<file path="src/rtl/handshake_slave_rx.sv">
// handshake_slave_rx: receive side of a four-phase req/ack byte link.
// Captures one byte per handshake into a DEPTH-entry frame buffer and keeps
// a running 8-bit checksum, a completion flag and a sticky overflow flag.
module handshake_slave_rx #(
  parameter  int unsigned DEPTH    = 4,
  parameter  int unsigned ACK_HOLD = 1,
  localparam int unsigned AW       = $clog2(DEPTH),
  localparam int unsigned CW       = $clog2(DEPTH + 1)
) (
  input  logic          clk,
  input  logic          rst,
  input  logic          req_in,
  input  logic [7:0]    data_in,
  output logic          ack_out,
  input  logic [AW-1:0] rd_addr,
  output logic [7:0]    rd_data,
  output logic [7:0]    last_byte,
  output logic [CW-1:0] byte_count,
  output logic [7:0]    checksum,
  output logic          frame_done,
  output logic          overflow
);

  typedef enum logic {
    IDLE   = 1'b0,
    ACK_HI = 1'b1
  } state_t;

  localparam logic [3:0]    HOLD_LAST = 4'(ACK_HOLD - 1);
  localparam logic [CW-1:0] FULL_CNT  = CW'(DEPTH);
  localparam logic [CW-1:0] LAST_CNT  = CW'(DEPTH - 1);

  state_t        r_state;
  state_t        w_next_state;
  logic [3:0]    r_hold;
  logic          w_capture;
  logic          w_full;
  logic [7:0]    r_buf [DEPTH];
  logic [7:0]    r_last;
  logic [CW-1:0] r_count;
  logic [7:0]    r_sum;
  logic          r_done;
  logic          r_ovf;

  assign w_full = (r_count == FULL_CNT);

  // Next-state decode; the capture strobe fires on the IDLE->ACK_HI edge only.
  always_comb begin
    w_next_state = r_state;
    w_capture    = 1'b0;
    case (r_state)
      IDLE: begin
        if (req_in) begin
          w_next_state = ACK_HI;
          w_capture    = 1'b1;
        end
      end
      ACK_HI: begin
        if ((r_hold >= HOLD_LAST) && !req_in) begin
          w_next_state = IDLE;
        end
      end
      default: w_next_state = IDLE;
    endcase
  end

  // State register and ack hold counter (held at zero outside ACK_HI, so it is clear on entry).
  always_ff @(posedge clk) begin
    if (rst) begin
      r_state <= IDLE;
      r_hold  <= '0;
    end else begin
      r_state <= w_next_state;
      if (r_state != ACK_HI) begin
        r_hold <= '0;
      end else if (r_hold != 4'hF) begin
        r_hold <= r_hold + 4'd1;
      end
    end
  end

  // Frame datapath: capture while not full, otherwise just flag overflow.
  always_ff @(posedge clk) begin
    if (rst) begin
      for (int unsigned i = 0; i < DEPTH; i++) begin
        r_buf[i] <= '0;
      end
      r_last  <= '0;
      r_count <= '0;
      r_sum   <= '0;
      r_done  <= 1'b0;
      r_ovf   <= 1'b0;
    end else if (w_capture) begin
      if (!w_full) begin
        r_buf[r_count[AW-1:0]] <= data_in;
        r_last  <= data_in;
        r_sum   <= r_sum + data_in;
        r_count <= r_count + CW'(1);
        if (r_count == LAST_CNT) begin
          r_done <= 1'b1;
        end
      end else begin
        r_ovf <= 1'b1;
      end
    end
  end

  assign ack_out    = (r_state == ACK_HI);
  assign rd_data    = r_buf[rd_addr];
  assign last_byte  = r_last;
  assign byte_count = r_count;
  assign checksum   = r_sum;
  assign frame_done = r_done;
  assign overflow   = r_ovf;

endmodule

</file>
<file path="config.mk">
export PLATFORM = sky130hd
export DESIGN_NAME = handshake_slave_rx
export DESIGN_NICKNAME = d
export VERILOG_FILES = /design/src/rtl/handshake_slave_rx.sv
export SDC_FILE = /design/constraint.sdc
export NUM_CORES = 1
export LEC_CHECK = 0
export ABC_AREA = 1
export CAP_MARGIN = 30
export CORE_ASPECT_RATIO = 0.9
export CORE_UTILIZATION = 56
export CTS_BUF_LIST = sky130_fd_sc_hd__clkbuf_8 sky130_fd_sc_hd__clkbuf_16
export CTS_CLUSTER_DIAMETER = 60
export DETAILED_ROUTE_END_ITERATION = 8
export HOLD_SLACK_MARGIN = 0.05
export MAX_ROUTING_LAYER = met4
export PLACE_DENSITY = 0.87
export SYNTH_ARGS = -nofsm -noshare
export SYNTH_HDL_FRONTEND = slang
export SYNTH_SLANG_ARGS = --single-unit
</file>
<file path="constraint.sdc">
create_clock -name clk -period 5.5 [get_ports clk]
set_input_delay 1.1 -clock clk [delete_from_list [all_inputs] [get_ports clk]]
set_output_delay 1.1 -clock clk [all_outputs]
set_load 0.03 [all_outputs]
</file>
==> metrics.log, run 1 <==
[metrics] leakage component of the power: around 1.4 nW
[metrics] result of the run: finished, final reports clean
[metrics] Final GP Congestion: between 0.8 and 0.9
[metrics] max-slew violation count: 0
[metrics] fraction of power consumed by sequential logic: 0.537
[metrics] Pwr Density: approximately 280 nW/um^2
[metrics] final hold slack: 0.453 ns
[metrics] endpoint type of the worst setup path: primary output
[metrics] number of gates given a new drive strength after cts: 0
[metrics] yosys synthesis warning count: 0
[metrics] RSZ-0062 raised after global routing: no
[metrics] vias per cell: around 5.3
[metrics] kind of path behind the tightest hold check: reg2reg
[metrics] antenna violations before repair: 0
[metrics] number of buffers created by CTS: 5
[metrics] Detail Route Antenna Nets: 0
[metrics] post-CTS setup buffer count: 0
[metrics] post-synthesis register bit count: 54
[metrics] number of iterations in the first detailed-routing pass: 5
[metrics] average wire per cell in the routed design: around 14 um
[metrics] Net Count, Synth: between 200 and 300
[metrics] most area-consuming cells after synthesis: sky130_fd_sc_hd__edfxtp_1, sky130_fd_sc_hd__dfxtp_1, sky130_fd_sc_hd__nand2_1
[metrics] number of instances in the synthesized netlist: 269
[metrics] footprint of the multi-input gates: around 940 um^2
[metrics] area overhead of the layout relative to synthesis: 22.7%
[metrics] share of cells above drive strength 1: 0.0665
[metrics] number of synthesized flops with an enable pin: 32
[metrics] Antenna Cells: 0
[metrics] # port buffers: between 40 and 50
[metrics] period utilisation layout: 0.800
[metrics] highest ir drop seen on vdd: about 0.00017 V
[metrics] switching power: around 0.00025 W
[metrics] Filler cells: between 300 and 400
[metrics] slew of the pin with the lowest slew margin: between 0.5 and 0.6 ns
[metrics] peak per-stage delay on the critical path: 0.70 ns
[metrics] area enclosed by the die boundary: between 4000 and 5000 um^2
[metrics] overall die width: 72.5 um
[metrics] effective utilization at floorplan: 0.598
[metrics] remaining routing DRC violations: 0
[metrics] largest driver fanout on the critical path: 17
[metrics] syn avg cell area: ~9.3 um^2
[metrics] Post-layout nets: about 340
[metrics] total clock sinks: 54
[metrics] sum of negative setup slack: 0 ns
[metrics] register cell area after layout: around 1400 um^2
[metrics] cell type of the slowest stage on the worst timing path: sky130_fd_sc_hd__clkdlybuf4s50_1
[metrics] min Tclk post-route: roughly 4.4 ns
[metrics] sequential area share after synthesis: 0.560
[metrics] area of the placeable core: 4180 um^2
[metrics] clock network fraction of total power: 0.255
[metrics] most area-hungry cell type in the Yosys netlist: sky130_fd_sc_hd__edfxtp_1
[metrics] critical path start-end classification: in2out
[metrics] number of global-route vias before repair: roughly 1900
[metrics] worst slew slack as a fraction of its limit: 0.632
[metrics] most instantiated cells after synthesis: sky130_fd_sc_hd__nand2_1, sky130_fd_sc_hd__nor2_1, sky130_fd_sc_hd__edfxtp_1, sky130_fd_sc_hd__inv_1, sky130_fd_sc_hd__dfxtp_1
[metrics] Post-CTS Hold Fix Bufs: 0
[metrics] post-detailed-placement half-perimeter wirelength: around 3800 um
[metrics] clock-pin slew on the worst setup and hold paths: 0.10 ns
[metrics] number of distinct library cells after synthesis: 28
[metrics] data required time of the critical path: 4.40 ns
[metrics] achievable frequency: between 200 and 250 MHz
[metrics] CTS tree: done
[metrics] total overflow reported by the global router: 0
[metrics] clock root cell: sky130_fd_sc_hd__clkbuf_8
[metrics] Arr. time, crit path: 3.30 ns
[metrics] pin count of the biggest net entering global routing: 20
[metrics] switching share of power: 0.286
[metrics] combinational fraction of design power: 0.208
[metrics] kind of launch point of the worst setup path: input port
[metrics] Syn Std Cell Area: about 2500 um^2
[metrics] clock latency of the later-clocked register in the worst-skew pair: ~0.3 ns
[metrics] worst path cell trace: clkdlybuf4s50_1, inv_1, o21ai_0, o22ai_1, clkdlybuf4s50_1
[metrics] I/O pin total: 43
[metrics] Primary FF master, synth: sky130_fd_sc_hd__edfxtp_1
[metrics] number of hold violations in the final report: 0
[metrics] routed via count: 1983
[metrics] Chip Height: about 65 um
[metrics] CTS H-tree lvls: 2
[metrics] wire length reported by the detailed router: 5180 um
[metrics] GR Util All Layers: 0.254
[metrics] cell row count: 22
[metrics] leading cell type by number of instances after synthesis: sky130_fd_sc_hd__nand2_1
[metrics] max-cap check violation count: 0
[metrics] Iteration-0 DRC Markers: roughly 180
[metrics] number of setup violations in the final report: 0
[metrics] Post-synth ARST share: 0
[metrics] fraction of synthesized cell area taken by the top area cell type: 0.384
[metrics] first-pass GRT wire length: ~8700 um
[metrics] cell repeated most along the worst path: sky130_fd_sc_hd__clkdlybuf4s50_1
[metrics] Internal: a little over 0.0006 W
[metrics] largest clock skew in the final design: around 0.0057 ns
[metrics] clock tree buffer depth: 2
sequential cells by signal, summed over array words and instances, names as in the netlist:
signal and cells:
r_buf 32, checksum 8, last_byte 8, frame_done 1
ack_out 1, overflow 1, byte_count 3
cells in the final DEF, fill, tap and decap left out, drive strengths merged:
cell type	instances
nand2	62
nor2	48
clkdlybuf4s50	42
inv	36
edfxtp	32
dfxtp	22
o21ai	20
o22ai	10
ha	10
nand3	10
clkbuf	6
a21oi	4
nand3b	3
or2	2
a22o	2
clkinv	1
o31ai	1
xor2	1
xnor2	1
a31oi	1
fa	1
buf	1
worst max-delay path, delay by kind of cell:
kind / cells / cell delay, ns
buffers and inverters: 3 / 1.86
AO/OA/AOI/OAI: 2 / 0.34
path summary, 6_finish.rpt:
| check | depth (start not counted) | from | to | slack [ns] |
|---|---|---|---|---|
| worst max-delay path | 5 | rd_addr[0] | rd_data[1] | 1.10 |
| worst min-delay path | 2 | last_byte[5]$_SDFFE_PP0P_ | last_byte[5]$_SDFFE_PP0P_ | 0.45 |
| worst max register to register | 9 | byte_count[0]$_SDFFE_PP0P_ | r_buf[0][7]$_SDFFCE_PN0P_ | 3.02 |
| worst min register to register | 2 | last_byte[5]$_SDFFE_PP0P_ | last_byte[5]$_SDFFE_PP0P_ | 0.45 |
metal layers:
metal  track usage  share of wire
met2         0.407           0.48
met3        0.0475          0.069
met4        0.0686          0.016
met5             -              0
met1         0.334           0.43
power groups by stage:
stage	clock, W	combinational, W	sequential, W
final	0.000222	0.000182	0.000469
after global routing	0.000239	0.000200	0.000472
after CTS	0.000222	0.000182	0.000469
after detailed placement	0	0.000181	0.000478
after global placement	0	0.000175	0.000478
after floorplan	0	0.0000925	0.000498
cell type report:
| class | instances | area share |
|---|---|---|
| clock buffers | 6 | 0.0269 |
| flip-flops and latches | 54 | 0.456 |
| multi-input cells | 176 | 0.308 |
| repair buffers | 43 | 0.139 |
| well taps | 60 | 0.0244 |
| inverters | 35 | 0.0436 |
| clock inverters | 2 | 0.00244 |
through the flow:
stage	setup WS (ns)	util	cells	area, um^2	total power, W
after CTS	1.11	0.734	376	3070	0.000873
final	1.10	0.734	376	3070	0.000873
after global routing	0.944	0.734	376	3070	0.000911
after detailed placement	1.09	0.712	368	2980	0.000659
after floorplan	2.44	-	269	2500	0.000590
after global placement	1.28	0.711	367	2980	0.000653
logic make-up (layout without fill, tap and decap cells):
| family | after synthesis | count (layout) | share of synthesized area |
|---|---|---|---|
| compound gates | 38 | 38 | 0.0855 |
| xor+xnor | 2 | 2 | 0.00700 |
| fa+ha+maj | 11 | 11 | 0.0580 |
| buf+inv | 39 | 86 | 0.0625 |
| flops | 54 | 54 | 0.560 |
| simple gates | 125 | 125 | 0.227 |
(Power assumes the default switching activity.)
==> inputs of run 2 (changes only) <==
--- a/config.mk
+++ b/config.mk
@@ -8,13 +8,13 @@
 export ABC_AREA = 1
 export CAP_MARGIN = 30
 export CORE_ASPECT_RATIO = 0.9
-export CORE_UTILIZATION = 56
+export CORE_UTILIZATION = 47
 export CTS_BUF_LIST = sky130_fd_sc_hd__clkbuf_8 sky130_fd_sc_hd__clkbuf_16
 export CTS_CLUSTER_DIAMETER = 60
 export DETAILED_ROUTE_END_ITERATION = 8
 export HOLD_SLACK_MARGIN = 0.05
 export MAX_ROUTING_LAYER = met4
-export PLACE_DENSITY = 0.87
+export PLACE_DENSITY = 0.78
 export SYNTH_ARGS = -nofsm -noshare
 export SYNTH_HDL_FRONTEND = slang
 export SYNTH_SLANG_ARGS = --single-unit
==> constraint.sdc (replaced) <==
create_clock -name clk -period 3.7 [get_ports clk]
set_input_delay 0.74 -clock clk [delete_from_list [all_inputs] [get_ports clk]]
set_output_delay 0.74 -clock clk [all_outputs]
set_load 0.03 [all_outputs]
==> run 2 against run 1 <==
  * Critical path depth stayed put
  * Wire length is 2.8% lower
  * Sequential cell count stayed put
  * Highest routed layer unchanged
==> metrics.log, run 2 (synthesis gave the netlist of run 1 again) <==
[metrics] Pwr Density: 423 nW/um^2 (was 284 nW/um^2)
[metrics] Final GP Congestion: 0.937 (was 0.845)
[metrics] clock root cell: sky130_fd_sc_hd__clkbuf_8 (unchanged)
[metrics] critical path start-end classification: in2out (unchanged)
[metrics] area enclosed by the die boundary: 5620 um^2 (was 4740 um^2)
[metrics] first-pass GRT wire length: 8120 um (was 8740 um)
[metrics] end point of the most critical hold path: last_byte[1]$_SDFFE_PP0P_ (was last_byte[5]$_SDFFE_PP0P_)
[metrics] # port buffers: 42 (unchanged)
[metrics] remaining routing DRC violations: 0 (unchanged)
[metrics] endpoint type of the worst setup path: primary output (unchanged)
[metrics] effective utilization at floorplan: 0.502 (was 0.598)
[metrics] number of flip-flops under the largest register name: 32 (unchanged)
[metrics] internal reg-to-reg setup slack: 1.26 ns (was 3.02 ns)
[metrics] average wire per cell in the routed design: 13.2 um (was 13.8 um)
[metrics] Arr. time, crit path: 2.55 ns (was 3.30 ns)
[metrics] peak per-stage delay on the critical path: 0.71 ns (was 0.70 ns)
[metrics] clock latency of the later-clocked register in the worst-skew pair: 0.30 ns (about the same)
[metrics] post-detailed-placement half-perimeter wirelength: 3660 um (was 3850 um)
[metrics] post-CTS setup buffer count: 0 (unchanged)
[metrics] routed via count: 1928 (was 1983)
[metrics] area overhead of the layout relative to synthesis: 23.7% (was 22.7%)
[metrics] slew of the pin with the lowest slew margin: 0.420 ns (was 0.547 ns)
[metrics] Iteration-0 DRC Markers: 131 (was 181)
[metrics] data required time of the critical path: 2.96 ns (was 4.40 ns)
[metrics] worst path cell trace: clkdlybuf4s50_1, inv_1, o21ai_0, o22ai_1, clkdlybuf4s50_1 (unchanged)
[metrics] pin count of the biggest net entering global routing: 20 (unchanged)
[metrics] I/O pin total: 43 (unchanged)
[metrics] largest clock skew in the final design: 0.00888 ns (was 0.00571 ns)
[metrics] Antenna Cells: 0 (unchanged)
[metrics] CTS H-tree lvls: 2 (unchanged)
[metrics] achievable frequency: approximately 300 MHz
[metrics] leakage component of the power: 1.39 nW (about the same)
[metrics] reg-to-reg critical path startpoint: byte_count[0]$_SDFFE_PP0P_ (unchanged)
[metrics] max-cap check violation count: 0 (unchanged)
[metrics] total clock sinks: 54 (unchanged)
[metrics] wire length reported by the detailed router: 5030 um (was 5180 um)
[metrics] terminus of the critical flop-to-flop path: r_buf[0][0]$_SDFFCE_PN0P_ (was r_buf[0][7]$_SDFFCE_PN0P_)
[metrics] total overflow reported by the global router: 0 (unchanged)
[metrics] number of hold violations in the final report: 0 (unchanged)
[metrics] number of global-route vias before repair: 1688 (was 1915)
[metrics] largest register by flop count: r_buf (unchanged)
[metrics] CP Buf/Inv Count: 3 (unchanged)
[metrics] result of the run: finished, final reports clean (unchanged)
[metrics] cell repeated most along the worst path: sky130_fd_sc_hd__clkdlybuf4s50_1 (unchanged)
[metrics] highest ir drop seen on vdd: 0.000279 V (was 0.000172 V)
[metrics] Chip Height: 71.2 um (was 65.4 um)
[metrics] overall die width: 78.9 um (was 72.5 um)
[metrics] R2R cell count: 9 (unchanged)
[metrics] Filler cells: 446 (was 317)
[metrics] area of the placeable core: 4980 um^2 (was 4180 um^2)
[metrics] commonest non-fill, non-tap cell in the layout: sky130_fd_sc_hd__nand2_1 (unchanged)
[metrics] antenna violations before repair: 0 (unchanged)
[metrics] Post-Place Worst Slack: 0.441 ns (was 1.09 ns)
[metrics] hold path start: last_byte[1]$_SDFFE_PP0P_ (was last_byte[5]$_SDFFE_PP0P_)
[metrics] kind of launch point of the worst setup path: input port (unchanged)
[metrics] number of buffers created by CTS: 5 (unchanged)
[metrics] Worst Hold Path Cells: 2 (unchanged)
[metrics] post-layout utilization of the core: 0.621 (was 0.734)
[metrics] cell row count: 24 (was 22)
[metrics] Worst path top cell family by delay: buffers and inverters (unchanged)
[metrics] worst setup slack after layout: 0.410 ns (was 1.10 ns)
[metrics] vias per cell: 5.05 (was 5.27)
[metrics] number of setup violations in the final report: 0 (unchanged)
[metrics] number of gates given a new drive strength after cts: 0 (unchanged)
[metrics] cell type of the slowest stage on the worst timing path: sky130_fd_sc_hd__clkdlybuf4s50_1 (unchanged)
[metrics] CTS tree: done (unchanged)
[metrics] Detail Route Antenna Nets: 0 (unchanged)
[metrics] RSZ-0062 raised after global routing: no (unchanged)
[metrics] clock tree buffer depth: 2 (unchanged)
[metrics] clock-pin slew on the worst setup and hold paths: 0.09 ns (was 0.10 ns)
[metrics] max-slew violation count: 0 (unchanged)
[metrics] min Tclk post-route: roughly 3.3 ns
[metrics] Post-CTS Hold Fix Bufs: 0 (unchanged)
[metrics] kind of path behind the tightest hold check: reg2reg (unchanged)
[metrics] largest driver fanout on the critical path: 9 (was 17)
[metrics] number of iterations in the first detailed-routing pass: 4 (was 5)
[metrics] Post-layout nets: 340 (was 339)
[metrics] sum of negative setup slack: 0 ns (unchanged)
[metrics] GR Util All Layers: 0.198 (was 0.254)
[metrics] most used cells in the layout excluding fill and tap cells: sky130_fd_sc_hd__nand2_1, sky130_fd_sc_hd__nor2_1, sky130_fd_sc_hd__clkdlybuf4s50_1 (unchanged)
[metrics] worst slew slack as a fraction of its limit: 0.720 (was 0.632)
[metrics] period utilisation layout: 0.889
[metrics] share of cells above drive strength 1: 0.0757 (was 0.0665)
run 2: cell count changes in the layout (fill, tap and decap cells not counted):
cell and change:
sky130_fd_sc_hd__buf_4 +2, sky130_fd_sc_hd__buf_2 -1, sky130_fd_sc_hd__inv_6 +1, sky130_fd_sc_hd__inv_1 -2
sky130_fd_sc_hd__clkinvlp_4 +1
run 2: how the worst max path moves through the flow:
stage	startpoint	end	slack (ns)	cells past startpoint
final	rd_addr[1]	rd_data[3]	0.41	5
after floorplan	byte_count[0]$_SDFFE_PP0P_	r_buf[3][0]$_DFFE_PP_	1.27	5
after CTS	rd_addr[1]	rd_data[5]	0.44	5
after global routing	rd_addr[1]	rd_data[2]	0.29	5
after detailed placement	rd_addr[1]	rd_data[5]	0.44	5
after global placement	rd_addr[1]	rd_data[3]	0.48	5
run 2: through the flow:
stage	hold WS [ns]	area, um^2	cells	power (W)
6_report	0.453	3100	382	0.00131
5_1_grt	0.481	3100	382	0.00137
4_1_cts	0.455	3100	382	0.00132
3_5_place_dp	0.437	3000	374	0.000979
3_3_place_gp	0.432	3000	374	0.000973
2_1_floorplan	0.572	2500	269	0.000878
run 2: layer usage:
metal	share of wire	routed length, um	global-route usage	up-vias
li1	-	-	-	980
met1	0.44	2230	0.270	883
met4	0.0042	21	0.0485	0
met3	0.067	335	0.0420	2
met5	0	0	-	-
met2	0.49	2450	0.304	63
run 2: worst reg2reg max path: cells and delay by family, from the launching register on:
kind          cells  cell delay (ns)
simple gates      6             1.01
flops             1             0.44
buf+inv           2             0.36
fa+ha+maj         1             0.29
run 2: where the power goes:
| group | internal, W | switching [W] |
|---|---|---|
| logic | 0.000105 | 0.000164 |
| registers | 0.000675 | 0.0000211 |
| clock network | 0.000154 | 0.000191 |
run 2: layout make-up:
cell class | instances | area, um^2 | area share
Clock buffer | 6 | 82.6 | 0.0267
Timing Repair Buffer | 44 | 435 | 0.141
Clock inverter | 2 | 16.3 | 0.00525
Multi-Input combinational cell | 176 | 945 | 0.305
Inverter | 35 | 134 | 0.0432
Sequential cell | 54 | 1400 | 0.453
Tap cell | 65 | 81.3 | 0.0263
==> inputs of run 3 (changes only) <==
--- a/config.mk
+++ b/config.mk
@@ -14,7 +14,7 @@
 export DETAILED_ROUTE_END_ITERATION = 8
 export HOLD_SLACK_MARGIN = 0.05
 export MAX_ROUTING_LAYER = met4
-export PLACE_DENSITY = 0.78
+export PLACE_DENSITY = 0.72
 export SYNTH_ARGS = -nofsm -noshare
 export SYNTH_HDL_FRONTEND = slang
 export SYNTH_SLANG_ARGS = --single-unit
==> run 3 against run 2 <==
  * Cell area rose by 0.36%
  * Critical endpoint unchanged
  * Largest power group unchanged
  * Combinational power is essentially flat
  * Power grew 2.9%
  * Critical path type unchanged
==> metrics.log, run 3 (synthesis gave the netlist of run 1 again) <==
[metrics] worst setup slack after layout: 0.416 ns (was 0.410 ns)
[metrics] min Tclk post-route: 3.28 ns (was 3.29 ns)
[metrics] number of global-route vias before repair: 1838 (was 1688)
[metrics] most used cells in the layout excluding fill and tap cells: sky130_fd_sc_hd__nand2_1, sky130_fd_sc_hd__nor2_1, sky130_fd_sc_hd__clkdlybuf4s50_1 (unchanged)
[metrics] sum of negative setup slack: 0 ns (unchanged)
[metrics] Filler cells: 455 (was 446)
[metrics] clock tree buffer depth: 2 (unchanged)
[metrics] number of buffers created by CTS: 5 (unchanged)
[metrics] Antenna Cells: 0 (unchanged)
[metrics] post-detailed-placement half-perimeter wirelength: 3650 um (was 3660 um)
[metrics] commonest non-fill, non-tap cell in the layout: sky130_fd_sc_hd__nand2_1 (unchanged)
[metrics] worst slew slack as a fraction of its limit: 0.707 (was 0.720)
[metrics] Chip Height: 71.2 um (unchanged)
[metrics] Final GP Congestion: 0.851 (was 0.937)
[metrics] Post-layout nets: 340 (unchanged)
[metrics] slew of the pin with the lowest slew margin: 0.439 ns (was 0.420 ns)
[metrics] remaining routing DRC violations: 0 (unchanged)
[metrics] share of cells above drive strength 1: 0.0726 (was 0.0757)
[metrics] register cell area after layout: 1400 um^2 (unchanged)
[metrics] largest register by flop count: r_buf (unchanged)
[metrics] average wire per cell in the routed design: 13.1 um (was 13.2 um)
[metrics] post-layout utilization of the core: 0.623 (was 0.621)
[metrics] RSZ-0062 raised after global routing: no (unchanged)
[metrics] area of the placeable core: 4980 um^2 (unchanged)
[metrics] number of hold violations in the final report: 0 (unchanged)
[metrics] Iteration-0 DRC Markers: 113 (was 131)
[metrics] number of gates given a new drive strength after cts: 0 (unchanged)
[metrics] clock root cell: sky130_fd_sc_hd__clkbuf_8 (unchanged)
[metrics] CTS tree: done (unchanged)
[metrics] max-slew violation count: 0 (unchanged)
[metrics] data required time of the critical path: 2.96 ns (about the same)
[metrics] routed via count: 1921 (was 1928)
[metrics] largest clock skew in the final design: 0.00536 ns (was 0.00888 ns)
[metrics] total clock sinks: 54 (unchanged)
[metrics] result of the run: finished, final reports clean (unchanged)
[metrics] Post-Place Worst Slack: 0.437 ns (was 0.441 ns)
[metrics] Detail Route Antenna Nets: 0 (unchanged)
[metrics] achievable frequency: 305 MHz (was 304 MHz)
[metrics] leakage component of the power: 1.40 nW (was 1.39 nW)
[metrics] cell row count: 24 (unchanged)
[metrics] number of iterations in the first detailed-routing pass: 4 (unchanged)
[metrics] largest driver fanout on the critical path: 9 (unchanged)
[metrics] area overhead of the layout relative to synthesis: 24.2% (was 23.7%)
[metrics] number of flip-flops under the largest register name: 32 (unchanged)
[metrics] vias per cell: 5.03 (was 5.05)
[metrics] kind of path behind the tightest hold check: reg2reg (unchanged)
[metrics] Post-CTS Hold Fix Bufs: 0 (unchanged)
[metrics] post-CTS setup buffer count: 0 (unchanged)
[metrics] Arr. time, crit path: 2.54 ns (was 2.55 ns)
[metrics] endpoint type of the worst setup path: primary output (unchanged)
[metrics] antenna violations before repair: 0 (unchanged)
[metrics] I/O pin total: 43 (unchanged)
[metrics] wire length reported by the detailed router: 5010 um (was 5030 um)
[metrics] highest ir drop seen on vdd: 0.000246 V (was 0.000279 V)
[metrics] overall die width: 78.9 um (unchanged)
[metrics] number of setup violations in the final report: 0 (unchanged)
[metrics] kind of launch point of the worst setup path: input port (unchanged)
[metrics] Pwr Density: 434 nW/um^2 (was 423 nW/um^2)
[metrics] # port buffers: 42 (unchanged)
[metrics] footprint of the multi-input gates: 945 um^2 (unchanged)
[metrics] CTS H-tree lvls: 2 (unchanged)
[metrics] total overflow reported by the global router: 0 (unchanged)
[metrics] first-pass GRT wire length: 8430 um (was 8120 um)
[metrics] GR Util All Layers: 0.202 (was 0.198)
[metrics] clock-pin slew on the worst setup and hold paths: 0.09 ns (about the same)
[metrics] critical path start-end classification: in2out (unchanged)
[metrics] effective utilization at floorplan: 0.502 (unchanged)
[metrics] period utilisation layout: 0.888 (was 0.889)
[metrics] pin count of the biggest net entering global routing: 20 (unchanged)
[metrics] area enclosed by the die boundary: 5620 um^2 (unchanged)
[metrics] clock latency of the later-clocked register in the worst-skew pair: 0.30 ns (about the same)
[metrics] max-cap check violation count: 0 (unchanged)
run 3: changes by cell type in the layout (fill, tap and decap cells not counted):
cell                        before  now
sky130_fd_sc_hd__inv_6           1    0
sky130_fd_sc_hd__clkbuf_8        6    5
sky130_fd_sc_hd__inv_1          30   31
sky130_fd_sc_hd__bufinv_16       0    1
run 3: final timing paths:
kind | slack [ns] | cells past startpoint | start | end
worst min-delay path | 0.45 | 2 | last_byte[2]$_SDFFE_PP0P_ | last_byte[2]$_SDFFE_PP0P_
worst min register to register | 0.45 | 2 | last_byte[2]$_SDFFE_PP0P_ | last_byte[2]$_SDFFE_PP0P_
worst max register to register | 1.26 | 9 | byte_count[0]$_SDFFE_PP0P_ | r_buf[0][1]$_SDFFCE_PN0P_
worst max-delay path | 0.42 | 5 | rd_addr[1] | rd_data[3]
run 3: layer usage:
layer / GRT usage / wire [um] / vias to the layer above
met5: - / 0 / -
met4: 0.0545 / 40 / 0
met3: 0.0268 / 257 / 4
met2: 0.334 / 2420 / 63
met1: 0.265 / 2300 / 881
li1: - / - / 973
run 3: through the flow:
step | hold slack [ns] | cell area (um^2) | instances | power [W]
finish | 0.450 | 3110 | 382 | 0.00135
global route | 0.487 | 3110 | 382 | 0.00141
global placement | 0.430 | 3000 | 374 | 0.000975
CTS | 0.452 | 3110 | 382 | 0.00135
floorplan | 0.572 | 2500 | 269 | 0.000878
detailed placement | 0.431 | 3000 | 374 | 0.000980
run 3: final cells by class:
type                            instances  share of cell area
Clock buffer                            5              0.0222
Clock inverter                          3              0.0133
Inverter                               35              0.0431
Multi-Input combinational cell        176               0.304
Sequential cell                        54               0.451
Tap cell                               65              0.0262
Timing Repair Buffer                   44               0.140
run 3: where the power goes:
part | internal, W | switching, W
combinational | 0.000105 | 0.000165
clock | 0.000199 | 0.000183
sequential | 0.000675 | 0.0000209
run 3: critical path: stages:
cell and delay [ns]:
sky130_fd_sc_hd__clkdlybuf4s50_1 0.55, sky130_fd_sc_hd__inv_1 0.26, sky130_fd_sc_hd__o21ai_0 0.13, sky130_fd_sc_hd__o22ai_1 0.16, sky130_fd_sc_hd__clkdlybuf4s50_1 0.70
